<file path="config.mk">
export PLATFORM = sky130hd
export DESIGN_NAME = bch_error_corrector
export DESIGN_NICKNAME = d
export VERILOG_FILES = /design/src/rtl/bch_pkg.sv /design/src/rtl/corr_bit_buffer.sv /design/src/rtl/bch_error_corrector.sv
export SDC_FILE = /design/constraint.sdc
export NUM_CORES = 1
export LEC_CHECK = 0
export BUFFER_PORTS_ARGS = -buffer_cell sky130_fd_sc_hd__buf_2
export CORE_ASPECT_RATIO = 1.5
export CORE_MARGIN = 5
export CORE_UTILIZATION = 40
export DETAILED_ROUTE_END_ITERATION = 10
export PLACE_DENSITY_LB_ADDON = 0.2
export SLEW_MARGIN = 10
export SYNTH_ARGS = -nofsm -noshare
export SYNTH_HDL_FRONTEND = slang
export SYNTH_SLANG_ARGS = --single-unit
</file>
<file path="constraint.sdc">
create_clock -name clk -period 7.75 [get_ports clk]
set_clock_uncertainty 0.05 [all_clocks]
set_input_delay 1.55 -clock clk [delete_from_list [all_inputs] [get_ports clk]]
set_output_delay 1.55 -clock clk [all_outputs]
set_load 0.05 [all_outputs]
</file>
<file path="src/rtl/bch_pkg.sv">
// bch_pkg: shared state encoding, default sizes and helpers for the BCH correction stage
package bch_pkg;
  localparam int DEF_CODE_LEN = 1023;
  localparam int DEF_POS_LEN = 10;
  localparam int DEF_T_CAP = 3;
  localparam int DEF_CORR_CNT_LEN = 3;
  typedef enum logic [1:0] {
    IDLE = 2'd0,
    LOAD = 2'd1,
    WAIT = 2'd2,
    CORRECT = 2'd3
  } state_t;
  function automatic int clog2(input int n);
    int r;
    r = 0;
    while ((1 << r) < n) r++;
    return r;
  endfunction
endpackage

</file>
<file path="src/rtl/corr_bit_buffer.sv">
// corr_bit_buffer: 1-bit wide codeword store, synchronous indexed write, asynchronous read
module corr_bit_buffer
  import bch_pkg::*;
#(
  parameter int DEPTH = DEF_CODE_LEN,
  parameter int AW = clog2(DEPTH)
) (
  input  logic          clk,
  input  logic          we,
  input  logic [AW-1:0] addr,
  input  logic          wdata,
  output logic          rdata
);
  logic mem [DEPTH];
  // store one hard-decision bit at the current load position
  always_ff @(posedge clk)
    if (we) mem[addr] <= wdata;
  assign rdata = mem[addr];
endmodule

</file>
<file path="src/rtl/bch_error_corrector.sv">
// bch_error_corrector: buffers a codeword then emits it XORed with the decision unit's error-location stream
module bch_error_corrector
  import bch_pkg::*;
#(
  parameter int CODE_LEN = DEF_CODE_LEN,
  parameter int POS_LEN = DEF_POS_LEN,
  parameter int T_CAP = DEF_T_CAP,
  parameter int CORR_CNT_LEN = DEF_CORR_CNT_LEN
) (
  input  logic                    clk,
  input  logic                    in_ctr_Arst_n,
  input  logic                    in_ctr_en,
  input  logic                    in_hd_valid,
  input  logic                    in_hd_bit,
  input  logic                    in_ctr_init,
  input  logic                    in_sel_tp_equal,
  output logic                    out_valid,
  output logic                    out_bit,
  output logic                    out_last,
  output logic [CORR_CNT_LEN-1:0] out_corr_cnt,
  output logic                    out_fail,
  output logic                    out_ready_load,
  output logic                    out_drop
);
  localparam logic [POS_LEN-1:0] LAST_POS = POS_LEN'(CODE_LEN - 1);
  state_t state;
  logic [POS_LEN-1:0] pos;
  logic valid_r, drop_r, rd_bit, loading, we, at_last;
  logic [CORR_CNT_LEN-1:0] cnt_next;
  assign loading = (state == IDLE) || (state == LOAD);
  assign we = in_ctr_en & in_hd_valid & loading;
  assign at_last = pos == LAST_POS;
  assign cnt_next = (in_sel_tp_equal && out_corr_cnt != '1) ? out_corr_cnt + 1'b1 : out_corr_cnt;
  assign out_ready_load = loading;
  assign out_valid = valid_r & in_ctr_en;
  assign out_drop = drop_r;
  assign out_fail = out_corr_cnt > CORR_CNT_LEN'(T_CAP);
  corr_bit_buffer #(.DEPTH(CODE_LEN), .AW(POS_LEN)) u_buf (
    .clk  (clk),
    .we   (we),
    .addr (pos),
    .wdata(in_hd_bit),
    .rdata(rd_bit)
  );
  // load/wait/correct sequencing with registered corrected-bit output; the output register holds while disabled
  always_ff @(posedge clk or negedge in_ctr_Arst_n)
    if (!in_ctr_Arst_n) begin
      state <= IDLE;
      pos <= '0;
      valid_r <= 1'b0;
      out_bit <= 1'b0;
      out_last <= 1'b0;
      out_corr_cnt <= '0;
      drop_r <= 1'b0;
    end else if (in_ctr_en) begin
      valid_r <= 1'b0;
      out_last <= 1'b0;
      drop_r <= in_hd_valid & ~loading;
      case (state)
        IDLE:
          if (in_hd_valid) begin
            pos <= POS_LEN'(1);
            state <= LOAD;
          end
        LOAD:
          if (in_hd_valid) begin
            pos <= at_last ? '0 : pos + 1'b1;
            state <= at_last ? WAIT : LOAD;
          end
        WAIT:
          if (in_ctr_init) begin
            valid_r <= 1'b1;
            out_bit <= rd_bit ^ in_sel_tp_equal;
            out_corr_cnt <= CORR_CNT_LEN'(in_sel_tp_equal);
            pos <= POS_LEN'(1);
            state <= CORRECT;
          end
        default: begin
          valid_r <= 1'b1;
          out_bit <= rd_bit ^ in_sel_tp_equal;
          out_last <= at_last;
          out_corr_cnt <= cnt_next;
          pos <= at_last ? '0 : pos + 1'b1;
          state <= at_last ? IDLE : CORRECT;
        end
      endcase
    end
endmodule
</file>
### Yosys cells after proc, flatten, opt, wreduce, memory -nomap -nowiden

Memory sizes are Yosys's and may differ from the RTL's.
Index checks and enable logic that the tools add are counted.

| word-level totals | value |
|---|---|
| register bits after elaboration | 19 |
| memory bits (writable) | 1023 |
| input bits | 7 |
| output and inout bits | 9 |
| logic and storage cells | 55 |
| memories | 1 |

| cells by class | value |
|---|---|
| add/subtract/negate cells | 2 |
| order comparisons | 1 |
| equality and inequality tests | 7 |
| mux-type cells | 21 |
| bitwise operators | 7 |
| reduce and logical (&&, ||, !) cells | 9 |

Memory list:

| name | depth | bits a word | read ports | clocked after memory_dff | wr ports | line | text |
|---|---|---|---|---|---|---|---|
| u_buf.mem | 1023 | 1 | 1 | 0 | 1 | corr_bit_buffer.sv:14 | `logic mem [DEPTH];` |

Operators with widths:

| operator | number |
|---|---|
| $mux W10 | 4 |
| $pmux W10 S3 | 1 |
| $add A10 B1 Y10 const B | 1 |
| $eq A10 B10 Y1 const B | 1 |
| $mux W2 | 5 |
| $reduce_and A4 Y1 | 2 |
| $mux W3 | 2 |
| $ne A2 B2 Y1 const B | 3 |
| $pmux W2 S3 | 1 |
| $pmux W3 S2 | 1 |
| $mux W1 | 5 |
| $and A1 B1 Y1 | 4 |
| $pmux W1 S2 | 2 |
| $add A3 B1 Y3 const B | 1 |
| $gt A3 B2 Y1 const B | 1 |
| $ne A3 B3 Y1 const B | 1 |
| $reduce_and A3 Y1 | 1 |
| $reduce_or A3 Y1 | 1 |
| $eq A2 B1 Y1 const B | 1 |
| $eq A2 B2 Y1 const B | 1 |
| $logic_not A2 Y1 | 1 |
| $not A1 Y1 | 2 |
| $reduce_bool A2 Y1 | 1 |
| $reduce_or A2 Y1 | 1 |
| 3 further kinds | 3 |

### Logic depth before layout (Yosys ltp)

| depth | value |
|---|---|
| word-level depth | 5 |
| mapped depth | 13 |
| depth with buffers taken out | 9 |

### Cells and area by module

A second synthesis with hierarchy kept.

| second synthesis, totals | value |
|---|---|
| cell total of the unflattened synthesis | 3432 |
| area total of the unflattened synthesis | 45434.8 µm² |

Modules (own cells, without submodules):

| module | times used | cells an instance | area an instance (µm²) | seq. area each (µm²) |
|---|---|---|---|---|
| corr_bit_buffer | 1 | 3317 | 44353.8 | 30719.5 |
| bch_error_corrector | 1 | 115 | 1081.0 | 475.5 |

### Worst setup path before layout

OpenSTA, ideal clock, no wires.

| path | value |
|---|---|
| kind | input port to output port |
| from | input in_ctr_en |
| to | output out_valid |
| data arrival time | 2.245 ns |
| data required time | 6.150 ns |
| setup slack | 3.905 ns |
| stages | 2 |
| buffers on the path | 1 |
| cell sequence | clkbuf_1 -> and2_1 |

| on the way | value |
|---|---|
| word-level cells in the longest chain between the ends | 1 |

RTL lines:

| element | line | text |
|---|---|---|
| start, declared | bch_error_corrector.sv:12 | `input logic in_ctr_en,` |
| $and A1 B1 Y1 | bch_error_corrector.sv:35 | `assign out_valid = valid_r & in_ctr_en;` |
| end, declared | bch_error_corrector.sv:17 | `output logic out_valid,` |

Every way passes these cells.

### Worst setup path in the final report

| path | value |
|---|---|
| from | register pos[4] |
| to | register out_bit |

| on the way | value |
|---|---|
| word-level cells in the longest chain between the ends | 4 |

RTL lines:

| element | line | text |
|---|---|---|
| start, declared | bch_error_corrector.sv:27 | `logic [POS_LEN-1:0] pos;` |
| start signal, assigned | bch_error_corrector.sv:67 | `pos <= at_last ? '0 : pos + 1'b1;` |
| start signal, assigned | bch_error_corrector.sv:83 | `pos <= at_last ? '0 : pos + 1'b1;` |
| $mem_v2 Z1023 W1 (*) | n/a |  |
| $xor A1 B1 Y1 (*) | bch_error_corrector.sv:73, bch_error_corrector.sv:80 |  |
| $mux W1 | bch_error_corrector.sv:71 | `if (in_ctr_init) begin` |
| $pmux W1 S2 (*) | bch_error_corrector.sv:59 | `case (state)` |
| end signal, assigned | bch_error_corrector.sv:73 | `out_bit <= rd_bit ^ in_sel_tp_equal;` |
| end signal, assigned | bch_error_corrector.sv:80 | `out_bit <= rd_bit ^ in_sel_tp_equal;` |
| end, declared | bch_error_corrector.sv:18 | `output logic out_bit,` |

Every way passes the cells marked *; elsewhere a longest branch is shown, timed or not. The select of a mux whose other input is x is not followed.
A chain may end at the register's enable or synchronous reset.

==> flow_metrics.env <==
export IMPL_io_buffers=15
export IMPL_crit_path_end_kind="register"
export IMPL_path_max_fanout=17
export IMPL_gp_congestion=0.8216
export IMPL_power_density_nw_per_um2=267.5
export IMPL_die_area_um2=120200
export IMPL_synth_fp_nets=3539
export IMPL_cap_viol_max_count=0
export IMPL_ant_nets=0
export IMPL_core_area_um2=112800
export IMPL_period_share_pct=59.04
export IMPL_worstMarginPinSlew_ns=1.286
export IMPL_ff_latch_area_um2=31200
export IMPL_setup_ws_ns=3.174
export IMPL_io_pin_count=16
export IMPL_grt_max_degree=277
export IMPL_tns_ns=0
export IMPL_synthArstFlopShare_pct=1.823
export IMPL_ctsRootBufferMaster="clkbuf_16"
export IMPL_ys_warn_count=0
export IMPL_ys_flop_type="edfxtp_1"
export IMPL_cts_clk_slew_worst_paths_ns=0.07
export IMPL_routed_wl_um=142200
export IMPL_rows=151
export IMPL_drc=0
export IMPL_p_leak_nw=14.95
export IMPL_fin_nets=3412
export IMPL_die_height_um=422.2
export IMPL_grt_usage_pct=22.83
export IMPL_mostFrequentLayoutCells="nor2_1 (1,042), edfxtp_1 (1,023), mux2i_1 (511)"
export IMPL_yosysSeqAreaShare_pct=68.85
export IMPL_hpwlAfterDp_um=78130
export IMPL_layout_commonest_cell="nor2_1"
export IMPL_grt_overflow_total=0
export IMPL_clockBufferDepth=3
export IMPL_cts_tree="done"
export IMPL_crit_required_ns=8.27
export IMPL_cts_buffers=97
export IMPL_syn_to_final_growth_pct=10.06
export IMPL_num_vias=28580
export IMPL_rsz0062_at_grt="false"
export IMPL_finalSetupViolCount=0
export IMPL_start_util_pct=40.17
export IMPL_syn_area_per_cell_um2=12.85
export IMPL_wl_per_cell_um=28.81
export IMPL_synth_edff_count=1023
export IMPL_min_period_ns=4.576
export IMPL_pre_cts_ws_ns=3.127
export IMPL_holdCritPathClass="register to register"
export IMPL_fillCellCount=10210
export IMPL_max_slew_margin_pct=13.96
export IMPL_hold_buffers=0
export IMPL_fmax_mhz=218.5
export IMPL_drt_iter0_markers=3166
export IMPL_antenna_found_initial=2
export IMPL_syn_cell_area_um2=45310
export IMPL_grt_pass1_wl_um=199700
export IMPL_maxSlewViolCount=0
export IMPL_outcome="complete, no violations"
export IMPL_die_x_um=284.8
export IMPL_insertion_delay_ns=0.69
export IMPL_worstSetupPathType="register to register"
export IMPL_synthCells=3525
export IMPL_first_pass_iters=5
export IMPL_cts_resized=0
export IMPL_ys_ff_latch=1042
export IMPL_hold_viol_final=0
export IMPL_cts_setup_buffers=0
export IMPL_cp_data_arrival_time_ns=5.10
export IMPL_multi_input_area_um2=12750
export IMPL_cts_sinks=1042
export IMPL_drive_gt1_share_pct=8.448
export IMPL_peakVddDrop_mv=0.1644
export IMPL_yosys_cell_types_count=53
export IMPL_cts_max_level=3
export IMPL_via_per_inst=5.792
export IMPL_grt_pass1_vias=27890
export IMPL_hold_slack_ns=0.4726
export IMPL_timing_critical_path_from_type="register"
## synthesized netlist by cell type (3+ instances only)
cell type	instances	area (µm²)
nand3_1	21	105.1
nand4bb_2	4	65.06
nand4b_1	3	26.28
ha_1	7	87.58
buf_2	71	355.3
nor2_1	1042	3911
and2_1	7	43.79
edfxtp_1	1023	30720
buf_6	20	225.2
nor4_1	60	375.4
nand4_1	3	18.77
buf_4	12	90.09
o21ai_1	5	25.02
or4_1	5	37.54
dfrtp_1	19	475.5
inv_1	10	37.54
and3_1	10	62.56
or2_2	4	25.02
o22ai_1	256	1602
nor3_1	5	25.02
nand2b_1	3	18.77
buf_1	32	120.1
or4b_1	4	40.04
mux2i_1	511	5115
clkbuf_1	196	735.7
a21oi_1	7	35.03
nor2b_1	3	18.77
a31oi_1	6	37.54
nand2_1	115	431.7
a22oi_1	5	37.54
o21ai_0	30	150.1
## per-stage QoR
stage	instance area (µm²)	utilization (%)	std cells	power (mW)
3_5_place_dp	46680	41.39	4752	8.606
6_report	49870	44.21	4935	13.34
4_1_cts	49860	44.21	4933	13.42
5_1_grt	49860	44.21	4934	13.72
2_1_floorplan	45310	-	3525	7.891
3_3_place_gp	46680	41.39	4752	8.606
## flip-flops by register name (all words and copies together), names as in the netlist
| signal | count |
|---|---|
| out_last | 1 |
| out_bit | 1 |
| pos | 10 |
| state | 2 |
| valid_r | 1 |
| u_buf.mem | 1023 |
| out_corr_cnt | 3 |
| out_drop | 1 |
## layout make-up
cell class	instances	area share (%)
Sequential cell	1042	62.57
Multi-Input combinational cell	2141	25.57
Clock buffer	125	5.249
Tap cell	1453	3.646
Timing Repair Buffer	105	1.751
Clock inverter	56	1.122
Inverter	11	0.08280
Antenna cell	2	0.01004
## power by group
part	internal [mW]	switching [mW]
clock	2.75	2.11
sequential	6.20	0.0849
combinational	0.813	1.37
total	9.77	3.57
## metal layers
| layer | vias up | GRT usage [%] | wire, µm |
|---|---|---|---|
| met1 | 14820 | 27.57 | 53370 |
| li1 | 12490 | - | - |
| met5 | - | 0 | 0 |
| met3 | 249 | 2.713 | 8465 |
| met2 | 1027 | 41.34 | 74450 |
| met4 | 0 | 9.476 | 5900 |
## final timing paths
| kind | startpoint | slack [ns] | cells after the start | to |
|---|---|---|---|---|
| max in group asynchronous | in_ctr_Arst_n | 6.42 | 1 | pos[1] |
| min reg2reg | valid_r | 0.47 | 2 | valid_r |
| min in group asynchronous | in_ctr_Arst_n | 0.80 | 1 | pos[5] |
| max | pos[4] | 3.17 | 11 | out_bit |
| max reg2reg | pos[4] | 3.17 | 11 | out_bit |
| min | valid_r | 0.47 | 2 | valid_r |
## critical path, cell delays in order (launching register included)
cell and delay (ns):
dfrtp_1 0.59, buf_4 0.36, or4b_2 0.72, buf_4 0.48, o22ai_1 0.16, nor4_1 0.30
nand2_1 0.11, a222oi_1 0.63, nand2_1 0.13, o41ai_1 0.45, o21ai_0 0.14, or3_1 0.32
## kinds of logic (layout without fill, tap and decap cells)
| kind of cell | Yosys count | count (layout) | synth area share, % |
|---|---|---|---|
| AOI/OAI and AO/OA | 319 | 319 | 4.363 |
| and+or+nand+nor | 1303 | 1303 | 11.82 |
| buffers and inverters | 342 | 297 | 3.460 |
| DFF | 1042 | 1042 | 68.85 |
| muxes | 511 | 511 | 11.29 |
| xor gates and xnor gates | 1 | 1 | 0.01934 |
| other | 0 | 2 | 0 |
| adders and majority gates | 7 | 7 | 0.1933 |
Note: power is estimated with default switching activity, not from simulation.
